<file path="src/rtl/pc_fetch_stage_if.sv">
// Bundle between the instruction fetch stage and its surroundings: the redirect/stall
// controls and the memory read data going in, the fetch address and IF/ID contents coming out.
interface pc_fetch_stage_if;
    logic [31:0] next_pc;
    logic        redirect;
    logic        stall;
    logic [31:0] instruction;
    logic [31:0] pc_out;
    logic [31:0] pc_plus4;
    logic [31:0] ifid_instr;
    logic [31:0] ifid_pc_plus4;
    logic        ifid_valid;
    logic        align_err;
    logic [31:0] fetch_count;

    modport master (
        output next_pc, redirect, stall, instruction,
        input  pc_out, pc_plus4, ifid_instr, ifid_pc_plus4, ifid_valid, align_err, fetch_count
    );

    modport slave (
        input  next_pc, redirect, stall, instruction,
        output pc_out, pc_plus4, ifid_instr, ifid_pc_plus4, ifid_valid, align_err, fetch_count
    );
endinterface

</file>
<file path="src/rtl/pc_fetch_stage.sv">
// Instruction fetch stage: program counter, IF/ID pipeline register, one-bubble flush on
// redirect, sticky misaligned-target flag and a fetched-instruction counter.
module pc_fetch_stage #(
    parameter logic [31:0] RESET_PC    = 32'h0000_0000,
    // Left at zero in real use; a nonzero value only serves to reach the counter wrap quickly.
    parameter logic [31:0] RESET_COUNT = 32'h0000_0000
) (
    input logic              clk,
    input logic              rst_n,
    pc_fetch_stage_if.slave  bus
);
    logic [31:0] pc_q, pc_d;
    logic [31:0] instr_q, instr_d;
    logic [31:0] pcp4_q, pcp4_d;
    logic        valid_q, valid_d;
    logic        align_q, align_d;
    logic [31:0] count_q, count_d;
    logic [31:0] pc_plus4;
    logic        eff_redir;

    assign pc_plus4 = pc_q + 32'd4;

    // A redirect is only honoured when it comes from a real instruction that is not stalled.
    assign eff_redir = bus.redirect & valid_q & ~bus.stall;

    always_comb begin
        pc_d    = pc_q;
        instr_d = instr_q;
        pcp4_d  = pcp4_q;
        valid_d = valid_q;
        align_d = align_q;
        count_d = count_q;
        if (bus.stall) begin
            // hold everything
        end else if (eff_redir) begin
            pc_d    = {bus.next_pc[31:2], 2'b00};
            instr_d = 32'h0;
            pcp4_d  = 32'h0;
            valid_d = 1'b0;
            if (bus.next_pc[1:0] != 2'b00) begin
                align_d = 1'b1;
            end
        end else begin
            pc_d    = pc_plus4;
            instr_d = bus.instruction;
            pcp4_d  = pc_plus4;
            valid_d = 1'b1;
            count_d = count_q + 32'd1;
        end
    end

    always_ff @(posedge clk or negedge rst_n) begin
        if (!rst_n) begin
            pc_q    <= RESET_PC;
            instr_q <= 32'h0;
            pcp4_q  <= 32'h0;
            valid_q <= 1'b0;
            align_q <= 1'b0;
            count_q <= RESET_COUNT;
        end else begin
            pc_q    <= pc_d;
            instr_q <= instr_d;
            pcp4_q  <= pcp4_d;
            valid_q <= valid_d;
            align_q <= align_d;
            count_q <= count_d;
        end
    end

    assign bus.pc_out        = pc_q;
    assign bus.pc_plus4      = pc_plus4;
    assign bus.ifid_instr    = instr_q;
    assign bus.ifid_pc_plus4 = pcp4_q;
    assign bus.ifid_valid    = valid_q;
    assign bus.align_err     = align_q;
    assign bus.fetch_count   = count_q;
endmodule

</file>
<file path="src/flat_wrapper.sv">
// flat-port wrapper written by rule: the top's interface ports become plain ports
module pc_fetch_stage_flat 
#(
    parameter logic [31:0] RESET_PC    = 32'h0000_0000,
                                                                                               
    parameter logic [31:0] RESET_COUNT = 32'h0000_0000
)
  (clk, rst_n, bus_next_pc, bus_redirect, bus_stall, bus_instruction, bus_pc_out, bus_pc_plus4, bus_ifid_instr, bus_ifid_pc_plus4, bus_ifid_valid, bus_align_err, bus_fetch_count);
  pc_fetch_stage_if bus_i ();
  input logic clk;
  input logic rst_n;
  input wire logic [$bits(bus_i.next_pc)-1:0] bus_next_pc;
  input wire logic [$bits(bus_i.redirect)-1:0] bus_redirect;
  input wire logic [$bits(bus_i.stall)-1:0] bus_stall;
  input wire logic [$bits(bus_i.instruction)-1:0] bus_instruction;
  output wire logic [$bits(bus_i.pc_out)-1:0] bus_pc_out;
  output wire logic [$bits(bus_i.pc_plus4)-1:0] bus_pc_plus4;
  output wire logic [$bits(bus_i.ifid_instr)-1:0] bus_ifid_instr;
  output wire logic [$bits(bus_i.ifid_pc_plus4)-1:0] bus_ifid_pc_plus4;
  output wire logic [$bits(bus_i.ifid_valid)-1:0] bus_ifid_valid;
  output wire logic [$bits(bus_i.align_err)-1:0] bus_align_err;
  output wire logic [$bits(bus_i.fetch_count)-1:0] bus_fetch_count;
  assign bus_i.next_pc = bus_next_pc;
  assign bus_i.redirect = bus_redirect;
  assign bus_i.stall = bus_stall;
  assign bus_i.instruction = bus_instruction;
  assign bus_pc_out = bus_i.pc_out;
  assign bus_pc_plus4 = bus_i.pc_plus4;
  assign bus_ifid_instr = bus_i.ifid_instr;
  assign bus_ifid_pc_plus4 = bus_i.ifid_pc_plus4;
  assign bus_ifid_valid = bus_i.ifid_valid;
  assign bus_align_err = bus_i.align_err;
  assign bus_fetch_count = bus_i.fetch_count;
  pc_fetch_stage #(.RESET_PC(RESET_PC), .RESET_COUNT(RESET_COUNT)) u_core (.clk(clk), .rst_n(rst_n), .bus(bus_i));
endmodule
</file>
<file path="config.mk">
export PLATFORM = sky130hd
export DESIGN_NAME = pc_fetch_stage_flat
export DESIGN_NICKNAME = d
export VERILOG_FILES = /design/src/rtl/pc_fetch_stage_if.sv /design/src/rtl/pc_fetch_stage.sv /design/src/flat_wrapper.sv
export SDC_FILE = /design/constraint.sdc
export NUM_CORES = 1
export LEC_CHECK = 0
export CAP_MARGIN = 20
export CORE_UTILIZATION = 41
export DETAILED_ROUTE_END_ITERATION = 8
export PLACE_DENSITY = 0.78
export SETUP_SLACK_MARGIN = 0.3
export SYNTH_ARGS = -nofsm -noshare
export SYNTH_HDL_FRONTEND = slang
export SYNTH_SLANG_ARGS = --single-unit
export TNS_END_PERCENT = 30
</file>
<file path="constraint.sdc">
create_clock -name clk -period 1.93 [get_ports clk]
set_clock_uncertainty 0.15 [all_clocks]
set_input_delay 0.2895 -clock clk [delete_from_list [all_inputs] [get_ports clk]]
set_output_delay 0.2895 -clock clk [all_outputs]
set_load 0.02 [all_outputs]
</file>
== Yosys cells after proc, flatten, opt, wreduce, memory -nomap -nowiden ==
Index checks and enable logic that the tools add are counted.
Widths: inputs -> output; s select.

* Add/sub/neg operators: 2
* Muxes and demuxes: 4
* Bitwise operators: 4
* Reduce and logical (&&, ||, !) cells: 3

{| class="wikitable"
|+ Operators by type and width
! operator !! number
|-
| $mux 32 || 3
|-
| $add 32x1->32 const B || 1
|-
| $add 32x3->32 const B || 1
|-
| $reduce_and 3->1 || 1
|-
| $and 1x1->1 || 2
|-
| $not 1->1 || 2
|-
| $reduce_and 2->1 || 1
|-
| $reduce_bool 2->1 || 1
|-
| $mux 1 || 1
|}

* Register bits: 130
* Input bits: 68
* Output and inout port bits: 162
* Logic and storage cells: 19

== Longest topological paths before layout ==
Gate-level depths: netlist (run 1).

* Word-level depth: 4
* Gate-level depth with buffers: 7
* Gate-level depth less buffers: 5

== Worst setup path before layout (run 1) ==
No wires, ideal clock.

* Path kind: register to output
* Start point: register u_core.pc_q[2], in the netlist u_core.bus.pc_out[2]
* End point: output bus_pc_plus4[30]
* Arrival time: 2.089 ns
* Data required time: 1.490 ns
* Setup slack: -0.598 ns
* Cell stages (with the launch flop): 7
* Path buffers: 1
* Cells stage by stage: dfrtp_1 ha_1 and3_1 buf_2 nand4_1 or4_4 xnor2_1

* Longest elaborated chain between the ends: 1

{| class="wikitable"
|+ Ends and longest elaborated chain
! element !! line !! RTL
|-
| from (decl) || pc_fetch_stage.sv:12 || <nowiki>logic [31:0] pc_q, pc_d;</nowiki>
|-
| from (signal assigned) || pc_fetch_stage.sv:61 || <nowiki>pc_q <= pc_d;</nowiki>
|-
| $add 32x3->32 || pc_fetch_stage.sv:21 || <nowiki>assign pc_plus4 = pc_q + 32'd4;</nowiki>
|-
| to (decl) || flat_wrapper.sv:17 || <nowiki>output wire logic [$bits(bus_i.pc_plus4)-1:0] bus_pc_plus4;</nowiki>
|}

Every way passes these cells.

== Final worst setup path (run 1) ==
* Start point: register u_core.pc_q[13], in the netlist u_core.bus.pc_out[13]
* End point: output bus_pc_plus4[29]

Same word-level chain as after synthesis.

==> out/metrics.yaml, run 1 <==
power_and_ir_drop:
  switchingPower_mw: 4.38
  powerDensity_mw_per_mm2: 958
  p_seq_share_pct: 29.8
  vdd_drop_max_mv: 0.745
  p_total_mw: 11.6
  p_leak_nw: 5.65
  switching_share_pct: 37.6
  clkPwrFrac_pct: 27.5
  combPwrFrac_pct: 42.7
  p_int_mw: 7.26
run:
  cap_violations: 0
floorplan:
  io_pins: 230
  core_mm2: 0.0158
  fp-row-count: 46
  die_h_um: 129
  die_x_um: 129
  dieArea_mm2: 0.0167
  initial_core_util_pct: 41.9
synthesis:
  synthFlopType: "dfrtp_1"
  synth_fa_ha_area_share_pct: 0.377
  synth_area_mm2: 0.00664
  synth_xor_area_share_pct: 7.65
  synth_simple_gate_area_share_pct: 24.7
  async_flop_share_pct: 100
  yosys_warnings: 0
  synth_compound_area_share_pct: 14.4
  ys_seq_area_share_pct: 47.9
  synth_edf_count: 0
  synthMuxAreaShare_pct: 0.151
  ys_types: 58
  synth_top_family_by_area: "simple AND/OR/NAND/NOR gates"
  postSynthCellCount: 721
  synth_seq_cells: 127
  synth.avg_cell_area_um2: 9.21
placement:
  portBuffers: 225
  dp_hpwl_um: 17200
  place_congestion: 0.901
  dpl.cell_count: 1249
  dpl_worst_slack_ns: -0.686
  detailed_place.area_mm2: 0.0104
clock_network:
  cts.htree.levels: 4
  cts-buffers-inserted: 17
  clk_pin_slew_worst_paths_ns: 0.06
  clockBufferDepth: 2
  root_buffer: "clkbuf_16"
  insertion_delay_ns: 0.43
  clkSinkCount: 127
  cts_tree: "yes"
routing:
  drc: 0
  routed_via_density: 5.78
  routed_wl_um: 28600
  drt-pass1-iter-count: 5
  ant_nets: 0
  vias: 7764
  drt_iter0_drc: 751
  wl_per_cell_um: 21.3
final_layout:
  fin_area_mm2: 0.0122
  num_antenna_cells: 0
  drive_gt1_share_pct: 41.7
  syn_to_final_growth_pct: 83.1
  fillers: 998
  fin_cells: 1343
  fin_nets: 1184
  final_util_pct: 76.8
timing:
  whs_ns: 0.165
  fmax_mhz: 377
  final_hold_viol_count: 0
  drv_slew: 0
  setup_violations: 59
  period_needed_ns: 2.65
  fin_crit_sh_pct: 138
  rsz0062_at_grt: "true"
  finalSetupTns_ns: -19.80
  setup_ws_ns: -0.724
grt:
  antenna_found_initial: 0
  grt_overflow: 0
  grt_pass1_wl_um: 40200
  grt_max_degree: 60
  track_usage_pct: 31.6
  grt_pass1_vias: 7394
setup_path:
  rr_worst_depth: 13
  cp-end-kind: "output pin"
  critical_path.max_fanout: 4
  start_kind: "register"
  cp_data_required_time_ns: 1.49
  arrival_ns: 2.21
  crit_type: "register to output pin"
run_status:
  run_status: "complete, but fails checks"
  violations: "setup timing"
worst_hold_path:
  hold_class: "input pin to async pin"
## timing repair
| item | in CTS | in global routing |
|---|---|---|
| cloned | 0 | 0 |
| pin swaps | 63 | 83 |
| buffers inserted | 34 | 27 |
| setup endpoints to repair | 228 | 179 |
| hold buffers | 1 | 0 |
| resized for setup | 544 | 133 |
| endpoints found under the hold margin | 86 | 0 |
## cell usage in the layout (no fill, tap or decap), drive strengths merged, types with 14 or more instances in the layout
cell type	instances
xnor2	45
dlygate4sd2	69
nor2	26
nand4	36
clkbuf	33
clkdlybuf4s50	64
nor3	22
dfrtp	127
clkdlybuf4s15	14
nand2	126
buf	270
nand3	34
a21oi	22
and3	28
o21ai	48
## logic make-up (layout without fill, tap and decap cells)
family / after synthesis / in the layout
fa+ha+maj: 2 / 2
buf+inv: 73 / 476
xor+xnor: 58 / 58
mux: 1 / 1
flops: 127 / 127
simple gates: 315 / 315
other cells: 1 / 4
compound gates: 144 / 144
## state kept, by name, summed over array words and instances, names as in the netlist
| register | flops |
|---|---|
| u_core.bus.align_err | 1 |
| u_core.bus.pc_out | 30 |
| u_core.bus.ifid_instr | 32 |
| u_core.bus.ifid_pc_plus4 | 31 |
| u_core.bus.fetch_count | 32 |
| u_core.bus.ifid_valid | 1 |
## area by class of cell
cell class              count  area [um2]  area share, %
multi-input cells         524        4070           33.5
repair buffers            434        3990           32.8
flip-flops and latches    127        3210           26.4
clock buffers              19         433           3.56
well taps                 216         270           2.22
clock inverters            13         141           1.16
inverters                  10        40.0          0.329
## cell usage after synthesis, drive strengths merged, types with 4 or more instances
master  number  share of area (%)
o22ai        4               0.38
nand3       34                2.6
and2        10               0.94
nand4       36                3.6
and3        28                2.6
nor2        26                1.5
clkbuf      33                1.9
o21ai       48                3.6
and4         8                1.1
nor3        22                1.9
a21oi       22                1.7
o22a         4               0.53
xor2        13                1.7
nand2      126                7.1
nor4        11                1.7
a31oi        8               0.75
o211ai      12                1.4
or3          6               0.57
dfrtp      127                 48
a22o        12                1.6
xnor2       45                5.9
buf         30                2.3
a311o        4               0.60
a31o         4               0.53
inv          9               0.51
## worst max-delay path, stage by stage (launching register included)
cell	delay, ns
dfrtp_2	0.40
and3_1	0.25
buf_4	0.18
nand2_2	0.09
buf_4	0.18
nor4_4	0.33
xor2_2	0.20
buf_6	0.14
## power by group through the flow
stage | logic (mW) | registers [mW] | clock network [mW]
2_1_floorplan | 1.56 | 3.97 | 0
3_3_place_gp | 4.28 | 3.44 | 0
3_5_place_dp | 4.33 | 3.46 | 0
4_1_cts | 4.48 | 3.42 | 3.21
5_1_grt | 5.20 | 3.51 | 3.34
6_report | 4.98 | 3.47 | 3.20
## final timing paths
kind / from / end / slack, ns
worst max register to register: u_core.bus.pc_out[3] / u_core.bus.pc_out[14] / -0.52
worst min register to register: u_core.bus.ifid_instr[10] / u_core.bus.ifid_instr[10] / 0.32
worst min-delay path: rst_n / u_core.bus.ifid_pc_plus4[9] / 0.16
worst max-delay path: u_core.bus.pc_out[13] / bus_pc_plus4[29] / -0.72
min in group clk: bus_stall / u_core.bus.fetch_count[2] / 0.21
max in group asynchronous: rst_n / u_core.bus.fetch_count[1] / 0.82
## metal layers
| metal | vias up | part of all wire [%] | GRT usage (%) |
|---|---|---|---|
| met3 | 140 | 9.2 | 8.42 |
| met1 | 3737 | 38 | 38.5 |
| met4 | 0 | 4.9 | 15.7 |
| met5 | - | 0 | 0 |
| met2 | 536 | 48 | 51.8 |
| li1 | 3351 | - | - |
No activity file was read; power rests on OpenSTA's default activity.
==> run 2: changes to the inputs <==
--- a/config.mk
+++ b/config.mk
@@ -9,6 +9,7 @@
 export CORE_UTILIZATION = 41
 export DETAILED_ROUTE_END_ITERATION = 8
 export PLACE_DENSITY = 0.78
+export REMOVE_ABC_BUFFERS = 1
 export SETUP_SLACK_MARGIN = 0.3
 export SYNTH_ARGS = -nofsm -noshare
 export SYNTH_HDL_FRONTEND = slang
==> out/metrics.yaml, run 2 (same netlist as run 1, synthesis figures left out) <==
run_status:
  run_status: "complete, but fails checks"
  violations: "setup timing"
routing:
  routed_via_density: 5.92  # +2.5%
  wl_per_cell_um: 22.1  # +3.9%
  drt-pass1-iter-count: 5  # unchanged
  routed_wl_um: 29900  # +4.5%
  drt_iter0_drc: 813  # +8.3%
  vias: 7998  # +3.0%
  drc: 0  # unchanged
  ant_nets: 0  # unchanged
setup_path:
  arrival_ns: 2.42  # +0.21 ns
  reg2reg_from: "u_core.bus.pc_out[3]"
  critical_path.max_fanout: 3  # -1
  cp-end-kind: "output pin"
  path_cells: "ha_4, and3_4, nand4_1, or4_4, xnor2_2, buf_4"
  cp_data_required_time_ns: 1.49  # about the same
  rr_worst_depth: 5  # -8
  crit_type: "register to output pin"
  start_kind: "register"
  rr_endpoint: "u_core.bus.pc_out[30]"
  cpPeakStageDelay_ns: 0.62  # +0.22 ns
  crit_family: "simple AND/OR/NAND/NOR gates"
  rrSetupSlack_ns: -0.33  # +0.19 ns
  path_buf_inv: 1  # -2
  crit_path_top_delay_cell: "or4_4"
clock_network:
  clockBufferDepth: 2  # unchanged
  cts-buffers-inserted: 17  # unchanged
  clk_pin_slew_worst_paths_ns: 0.06  # about the same
  clkSinkCount: 127  # unchanged
  root_buffer: "clkbuf_16"
  insertion_delay_ns: 0.45  # +0.02 ns
  cts_tree: "yes"
  cts.htree.levels: 4  # unchanged
grt:
  track_usage_pct: 30.9  # -0.70 points
  grt_max_degree: 89  # +48%
  antenna_found_initial: 0  # unchanged
  grt_pass1_wl_um: 39400  # -2.0%
  grt_overflow: 0  # unchanged
  grt_pass1_vias: 7431  # +0.50%
final_layout:
  fin_nets: 1191  # +0.59%
  final_common_cell: "buf_4"
  fillers: 1000  # +0.20%
  num_antenna_cells: 0  # unchanged
  layout_common_cells: "buf_4 (172), dfrtp_1 (122), nand2_1 (117)"
  regArea_mm2: 0.00318  # -0.90%
  drive_gt1_share_pct: 38.2  # -3.5 points
  syn_to_final_growth_pct: 82.1
  multi_input_area_mm2: 0.00397  # -2.7%
timing:
  finalSetupTns_ns: -23.93  # -4.13 ns
  fin_crit_sh_pct: 148  # +11 points
  setup_ws_ns: -0.927  # -0.203 ns
  setup_violations: 70  # +19%
  period_needed_ns: 2.86  # +0.203 ns
  final_hold_viol_count: 0  # unchanged
  drv_slew: 0  # unchanged
  whs_ns: 0.104  # -0.0610 ns
  rsz0062_at_grt: "true"
  fmax_mhz: 350  # -7.1%
placement:
  dpl_worst_slack_ns: -0.825  # -0.139 ns
  dp_hpwl_um: 15500  # -9.7%
  place_congestion: 0.904  # +0.33%
  portBuffers: 225  # unchanged
worst_hold_path:
  min-delay-start: "bus_stall"
  min_delay_path_depth: 4
  hold_end: "u_core.bus.fetch_count[1]"
  hold_class: "input pin to register"
power_and_ir_drop:
  vdd_drop_max_mv: 0.782  # +4.9%
  p_int_mw: 7.40  # +1.9%
  combPwrFrac_pct: 42.4  # -0.3 points
  switching_share_pct: 38.1  # +0.43 points
  p_leak_nw: 5.80  # +2.6%
  switchingPower_mw: 4.55  # +3.8%
  clkPwrFrac_pct: 29.0  # +1.5 points
  powerDensity_mw_per_mm2: 988  # +3.2%
  p_seq_share_pct: 28.6  # -1.2 points
floorplan:
  fp-row-count: 46  # unchanged
  die_h_um: 129  # unchanged
  io_pins: 230  # unchanged
  initial_core_util_pct: 41.9  # unchanged
  dieArea_mm2: 0.0167  # unchanged
  die_x_um: 129  # unchanged
  core_mm2: 0.0158  # unchanged
run:
  cap_violations: 0  # unchanged
## run 2: changes by cell type in the layout (fill, tap and decap cells not counted), moves of 5 or more
cell / change
buf_4: +28
dfrtp_1: +23
dfrtp_2: -23
buf_6: -18
clkbuf_2: -12
dlymetal6s2s_1: +11
xor2_1: +9
clkdlybuf4s15_1: +6
buf_2: +5
buf_8: -5
dlygate4sd2_1: -5
xor2_2: -5
## run 2: layout make-up
cell class                 count  share of cell area, %
timing repair buffer         441                   33.2
clock inverter                15                   1.54
clock buffer                  17                   3.52
inverter                      10                  0.331
sequential                   127                   26.3
tap                          216                   2.24
multi-input combinational    524                   32.8
## run 2: what timing repair did
item                                    in CTS  in global routing
buffers inserted                            45                 24
endpoints found under the setup margin     233                190
resized for setup                          548                107
hold buffers                                 1                  0
pin swaps                                   43                 71
endpoints found under the hold margin      127                  0
## run 2: worst max-delay path by stage
stage	startpoint	endpoint	slack, ns	cells past startpoint
after floorplan	u_core.bus.ifid_valid	u_core.bus.ifid_pc_plus4[19]	-0.92	3
after global placement	u_core.bus.pc_out[2]	bus_pc_plus4[30]	-0.73	6
after detailed placement	u_core.bus.pc_out[2]	bus_pc_plus4[30]	-0.83	6
after CTS	u_core.bus.pc_out[3]	bus_pc_plus4[30]	-0.74	6
after global routing	u_core.bus.pc_out[3]	bus_pc_plus4[30]	-1.0	6
final	u_core.bus.pc_out[3]	bus_pc_plus4[30]	-0.93	6
## run 2: power groups by stage
| stage | logic, mW | registers, mW | clock network, mW |
|---|---|---|---|
| 2_1_floorplan | 1.13 | 4.03 | 0 |
| 3_3_place_gp | 4.06 | 3.39 | 0 |
| 3_5_place_dp | 4.10 | 3.41 | 0 |
| 4_1_cts | 4.42 | 3.37 | 3.39 |
| 5_1_grt | 5.28 | 3.46 | 3.61 |
| 6_report | 5.06 | 3.42 | 3.46 |
## run 2: metal layers
| metal | track usage (%) | part of all wire, % | wire, um |
|---|---|---|---|
| met2 | 50.3 | 47 | 14100 |
| met3 | 8.38 | 9.6 | 2870 |
| met4 | 18.3 | 6.2 | 1850 |
| met5 | 0 | 0 | 0 |
| met1 | 36.7 | 37 | 11000 |
## run 2: worst reg2reg max path: cells and delay by family, from the launching register on
family                     cells  cell delay, ns
and+or+nand+nor                3            1.10
adders and majority gates      1            0.17
AOI/OAI and AO/OA              1            0.31
DFF                            1            0.41
## run 2: per-stage QoR
step | cells | instance area [um2] | power, mW | utilization [%]
after global routing | 1350 | 12100 | 12.4 | 76.4
after CTS | 1326 | 11400 | 11.2 | 72.2
after global placement | 1248 | 10100 | 7.45 | 63.7
after detailed placement | 1248 | 10100 | 7.51 | 63.7
final | 1350 | 12100 | 11.9 | 76.4
after floorplan | 661 | 6370 | 5.16 | -
==> patch 1, RTL diff (config.mk and constraints of run 2) <==
Make the reset (`rst_n`) synchronous in one clocked block.
--- a/src/rtl/pc_fetch_stage.sv
+++ b/src/rtl/pc_fetch_stage.sv
@@ -50,5 +50,5 @@
     end
 
-    always_ff @(posedge clk or negedge rst_n) begin
+    always_ff @(posedge clk) begin
         if (!rst_n) begin
             pc_q    <= RESET_PC;
Behaviour: differs if rst_n is asserted again (counterexample within 4 cycles, from zero or initial values and one cycle with rst_n low); with rst_n held inactive, the same outputs for 4 cycles.
==> patch 1 against run 2 <==
The flow still finishes with violations (negative setup slack). Fmax grew 10%. Via count fell by 14%. Core utilization increased by 5.0 points. Register-to-register slack got worse by 0.16 ns. Non-clock buffer count shrank 17. Final area is 9.8% lower. Wire length is 16% lower. Worst setup slack improved by 0.27 ns. Sequential cell count unchanged. Synthesized area is 14% lower. Highest routed layer unchanged. Die area down 14%.
Power is not compared: it rests on default switching activity, and its combinational part moved more than twofold at a synthesized area within 25%.
==> patch 1: results (changes against run 2) <==
PortBufs=225 (unchanged); crit-path max cell delay=0.39 ns (-0.23 ns); Clk pin slew, worst setup/hold paths=0.06 ns (about the same); first-pass GRT wire length=35,500 um (-9.8%); Crit path arrival time=2.15 ns (-0.27 ns); Final setup viols=63 (-10%); Worst Path Max Fanout=5 (+2); Async SR Flop Fraction=0% (-100 points); CP max stage cell=or3_4; largest net degree at the start of global routing=56 (-37%); outcome=finished, violations left; Synth area leaders=dfxtp_1 (44%), a22o_1 (8.6%), xnor2_1 (5.2%); Cell variety after synth=52 (-10%); Final GP Congestion=0.903 (about the same); hold wc startpoint=bus_stall; layout cells sized above 1=43.7% (+5.5 points); Routed WL per cell=20.7 um (-6.3%); via density per instance=5.68 (-4.1%); hold slack=0.293 ns (+0.189 ns); final setup margin=-0.660 ns (+0.267 ns); Reg2Reg Setup Slack=-0.49 ns (-0.16 ns); pre-CTS setup slack=-0.681 ns (+0.144 ns); CTS H-tree depth=4 (unchanged); clock root buffer=clkbuf_16; RR Startpoint=u_core.bus.pc_out[3]$_SDFFE_PN0N_; met2 usage=56.7% (+6.4 points); area leader, netlist=dfxtp_1; Total GRT Usage=31.8% (+0.89 points); failing checks=negative setup slack; M3 GR Usage=9.36% (+0.98 points); DR iter-0 viols=417 (-49%); Synth top cells by count=dfxtp_1 (127), a22o_1 (56), nor2_1 (54); worst reg2reg path depth=13 (+8); Initial DRT Pass Iterations=7 (+2); Main synth FF type=dfxtp_1; nets@finish=1,098 (-7.8%); worst hold path endpoint=u_core.bus.ifid_valid$_SDFFE_PN0N_; number of flops mapped to enable cells by yosys=0 (unchanged); met1 Use GR=32.1% (-4.6 points); worst reg2reg endpoint=u_core.bus.pc_out[19]$_SDFFE_PN0N_; sequential fraction of the synthesis area=44.5% (-3.4 points); clk buf depth=2 (unchanged); vias in the first global route=6,895 (-7.2%); dpl hpwl=14,700 um (-5.4%); worst skew pair latency=0.42 ns (-0.03 ns); hold path depth=5 (+1)
==> patch 1: logic make-up after synthesis <==
group                      Yosys count  share of synthesized area, %
DFF                                127                          44.5
and+or+nand+nor                    239                          23.2
other                                1                        0.0656
muxes                                4                         0.700
adders and majority gates            2                         0.438
AOI/OAI and AO/OA                  141                          18.1
xor gates and xnor gates            53                          8.12
buffers and inverters               66                          4.86
==> patch 1: final cells by class <==
cell class	instances	area (um2)
clock inverters	6	82.6
flip-flops and latches	127	2590
well taps	176	220
repair buffers	424	3720
inverters	15	56.3
fillers	801	2500
multi-input cells	443	3740
clock buffers	24	492
==> patch 1: worst max-delay path by stage <==
stage,startpoint,to,slack [ns],depth (start not counted)
5_1_grt,u_core.bus.pc_out[3]$_SDFFE_PN0N_,bus_pc_plus4[31],-0.72,8
2_1_floorplan,u_core.bus.ifid_valid$_SDFFE_PN0N_,u_core.bus.pc_out[15]$_SDFFE_PN0N_,-1.59,5
6_report,u_core.bus.pc_out[3]$_SDFFE_PN0N_,bus_pc_plus4[31],-0.66,8
3_5_place_dp,u_core.bus.pc_out[2]$_SDFFE_PN0N_,bus_pc_plus4[28],-0.68,7
3_3_place_gp,u_core.bus.pc_out[2]$_SDFFE_PN0N_,bus_pc_plus4[20],-0.62,7
4_1_cts,u_core.bus.pc_out[3]$_SDFFE_PN0N_,bus_pc_plus4[31],-0.58,8
==> patch 1: what timing repair did <==
item,CTS,global route
setup buffers,41,33
resized for setup,533,146
pin swaps,76,106
hold endpoints to repair,0,0
gates cloned,1,0
setup endpoints to repair,266,190
==> patch 1: per-stage QoR <==
stage               setup TNS, ns  instances  util [%]  instance area [um2]
floorplan                 -100.50        585         -                 5510
finish                     -16.23       1215      81.4                10900
detailed placement         -32.16       1110      66.9                 8960
global route               -19.84       1215      81.4                10900
global placement           -26.21       1110      66.9                 8960
CTS                        -11.69       1182      77.0                10300
==> patch 1: routing by layer <==
metal | wire, um | vias up
li1 | - | 3056
met1 | 8880 | 3329
met2 | 13000 | 402
met3 | 2010 | 119
met4 | 1270 | 0
met5 | 0 | -
==> patch 1: power breakdown <==
| part | internal, mW | switching [mW] | total [mW] |
|---|---|---|---|
| Sequential | 2.71 | 0.0566 | 2.76 |
| Clock | 2.02 | 1.14 | 3.15 |
| Combinational | 0.480 | 0.537 | 1.02 |
| Total | 5.20 | 1.73 | 6.93 |
==> patch 1: critical path, delay by kind of cell (launching register included) <==
family / cells / cell delay [ns]
flip-flops: 1 / 0.36
buffers and inverters: 4 / 0.49
XOR/XNOR: 1 / 0.16
AND/OR/NAND/NOR: 3 / 0.72
==> patch 2, RTL diff (config.mk and constraints of run 2) <==
Made on the original files. Take the reset off `instr_q` and load it in a clocked block of its own.
--- a/src/rtl/pc_fetch_stage.sv
+++ b/src/rtl/pc_fetch_stage.sv
@@ -53,5 +53,4 @@
         if (!rst_n) begin
             pc_q    <= RESET_PC;
-            instr_q <= 32'h0;
             pcp4_q  <= 32'h0;
             valid_q <= 1'b0;
@@ -60,5 +59,4 @@
         end else begin
             pc_q    <= pc_d;
-            instr_q <= instr_d;
             pcp4_q  <= pcp4_d;
             valid_q <= valid_d;
@@ -66,4 +64,8 @@
             count_q <= count_d;
         end
+    end
+
+    always_ff @(posedge clk) begin
+        instr_q <= instr_d;
     end
 
Behaviour: not the same (Yosys sat finds a counterexample within 4 cycles, from zero or initial values and one cycle with rst_n low).
==> patch 2 against run 2 <==
Power fell by 9.5%. Clock power decreased by 6.9%. Wire length decreased by 21%. Synthesized area down 2.5%. Sequential cell count is the same. Worst setup slack better by 0.14 ns. Critical endpoint is now bus_pc_plus4[29]. Largest cell class is now multi-input combinational cells. Final area decreased by 8.1%. Via count fell by 16%. Highest routed layer unchanged. The run still ends with negative setup slack left. Register-to-register slack lost 0.11 ns. Non-clock buffer count is 53 lower.
==> patch 2: results (changes against run 2) <==
M3 GR Usage=7.51% (-0.87 points); WL met1=9460 um (-14%); P_leak=5.04 nW (-13%); layout cells sized above 1=37.7% (-0.50 points); clk buf depth=2 (unchanged); first-pass GRT wire length=35,300 um (-10%); nets@finish=1,068 (-10%); hold path depth=3 (-1); Clk pin slew, worst setup/hold paths=0.06 ns (about the same); met2 usage=48.2% (-2.1 points); Async SR Flop Fraction=74.8% (-25 points); CP max stage cell=dfrtp_1; worst reg2reg path depth=10 (+5); WL met3=1840 um (-36%); number of flops mapped to enable cells by yosys=32 (+32); outcome=finished, violations left; Synth area leaders=dfrtp_1 (37%), edfxtp_1 (15%), xnor2_1 (5.1%); Final setup viols=76 (+8.6%); Cell variety after synth=56 (-3.4%); worst slew pin tran=0.539 ns; final setup TNS=-24.78 ns (-0.846 ns); area share of fa/ha/maj cells after synthesis=0.386% (+0.0095 points); hold slack=0.208 ns (+0.104 ns); Final GP Congestion=0.859 (-5.0%); pre-CTS setup slack=-0.805 ns (+0.0206 ns); final setup margin=-0.790 ns (+0.138 ns); CTS Buf Count=17 (unchanged); met2 wire length=11,600 um (-18%); CP top delay family=buffers and inverters; vias in the first global route=6,665 (-10%); Crit path arrival time=2.28 ns (-0.14 ns); worst skew pair latency=0.43 ns (-0.02 ns); met1 Use GR=34.2% (-2.5 points); largest net degree at the start of global routing=96 (+7.9%); Initial DRT Pass Iterations=5 (unchanged); Worst Path Max Fanout=6 (+3); crit-path max cell delay=0.41 ns (-0.21 ns); via density per instance=5.47 (-7.7%); Total GRT Usage=28.3% (-2.6 points); Top Metal Used=met4; sequential fraction of the synthesis area=51.5% (+3.7 points); DR iter-0 viols=435 (-46%); Reg2Reg Setup Slack=-0.44 ns (-0.11 ns); Synth top cells by count=dfrtp_1 (95), nand2_1 (70), xnor2_1 (38); failing checks=negative setup slack; Placed Area=9750 um2 (-3.4%); worst hold path endpoint=u_core.bus.pc_out[11]$_DFFE_PN0N_; Synth Area in Compound Gates=11.1% (-3.3 points); maximum vdd drop=0.684 mV (-13%); worst reg2reg endpoint=u_core.bus.ifid_pc_plus4[23]$_DFFE_PN0N_; Post-Synth XOR/XNOR Area=7.96% (+0.31 points); RR Startpoint=u_core.bus.pc_out[2]$_DFFE_PN0N_; dpl hpwl=14,800 um (-4.6%); drt total wl=23,600 um (-21%); post-synthesis mux area share=0.155% (+0.0038 points)
patch 2: final cells by class:
cell class	instances	area [um2]
Multi-Input combinational cell	456	3530
Fill cell	1097	4200
Tap cell	211	264
Timing Repair Buffer	388	3360
Clock inverter	13	146
Clock buffer	19	433
Sequential cell	127	3350
Inverter	8	30.0
patch 2: per-stage QoR:
step | instances | power, mW
finish | 1222 | 10.8
detailed placement | 1151 | 7.34
global placement | 1151 | 7.27
CTS | 1210 | 10.6
global route | 1222 | 11.2
floorplan | 591 | 5.18
patch 2: timing repair:
item,in CTS,in global routing
pin swaps,56,65
hold endpoints to repair,95,0
setup endpoints to repair,230,145
setup buffers,25,12
resized for setup,524,96
hold buffers,1,0
cloned,1,0
patch 2: worst max path at each step:
stage                                            from                          endpoint  slack [ns]
finish               u_core.bus.pc_out[2]$_DFFE_PN0N_                  bus_pc_plus4[29]       -0.79
global route         u_core.bus.pc_out[2]$_DFFE_PN0N_                  bus_pc_plus4[29]       -0.88
CTS                  u_core.bus.pc_out[2]$_DFFE_PN0N_                  bus_pc_plus4[24]       -0.77
detailed placement   u_core.bus.pc_out[2]$_DFFE_PN0N_                  bus_pc_plus4[24]       -0.80
global placement     u_core.bus.pc_out[2]$_DFFE_PN0N_                  bus_pc_plus4[24]       -0.74
floorplan           u_core.bus.ifid_valid$_DFFE_PN0N_  u_core.bus.align_err$_DFFE_PN0P_       -1.02
patch 2: report_power, final:
| part | leakage [nW] | switching, mW | internal [mW] | total, mW |
|---|---|---|---|---|
| Combinational | 3.27 | 2.26 | 1.81 | 4.07 |
| Clock | 0.282 | 1.21 | 2.01 | 3.22 |
| Sequential | 1.49 | 0.350 | 3.17 | 3.53 |
| Total | 5.04 | 3.82 | 6.99 | 10.8 |
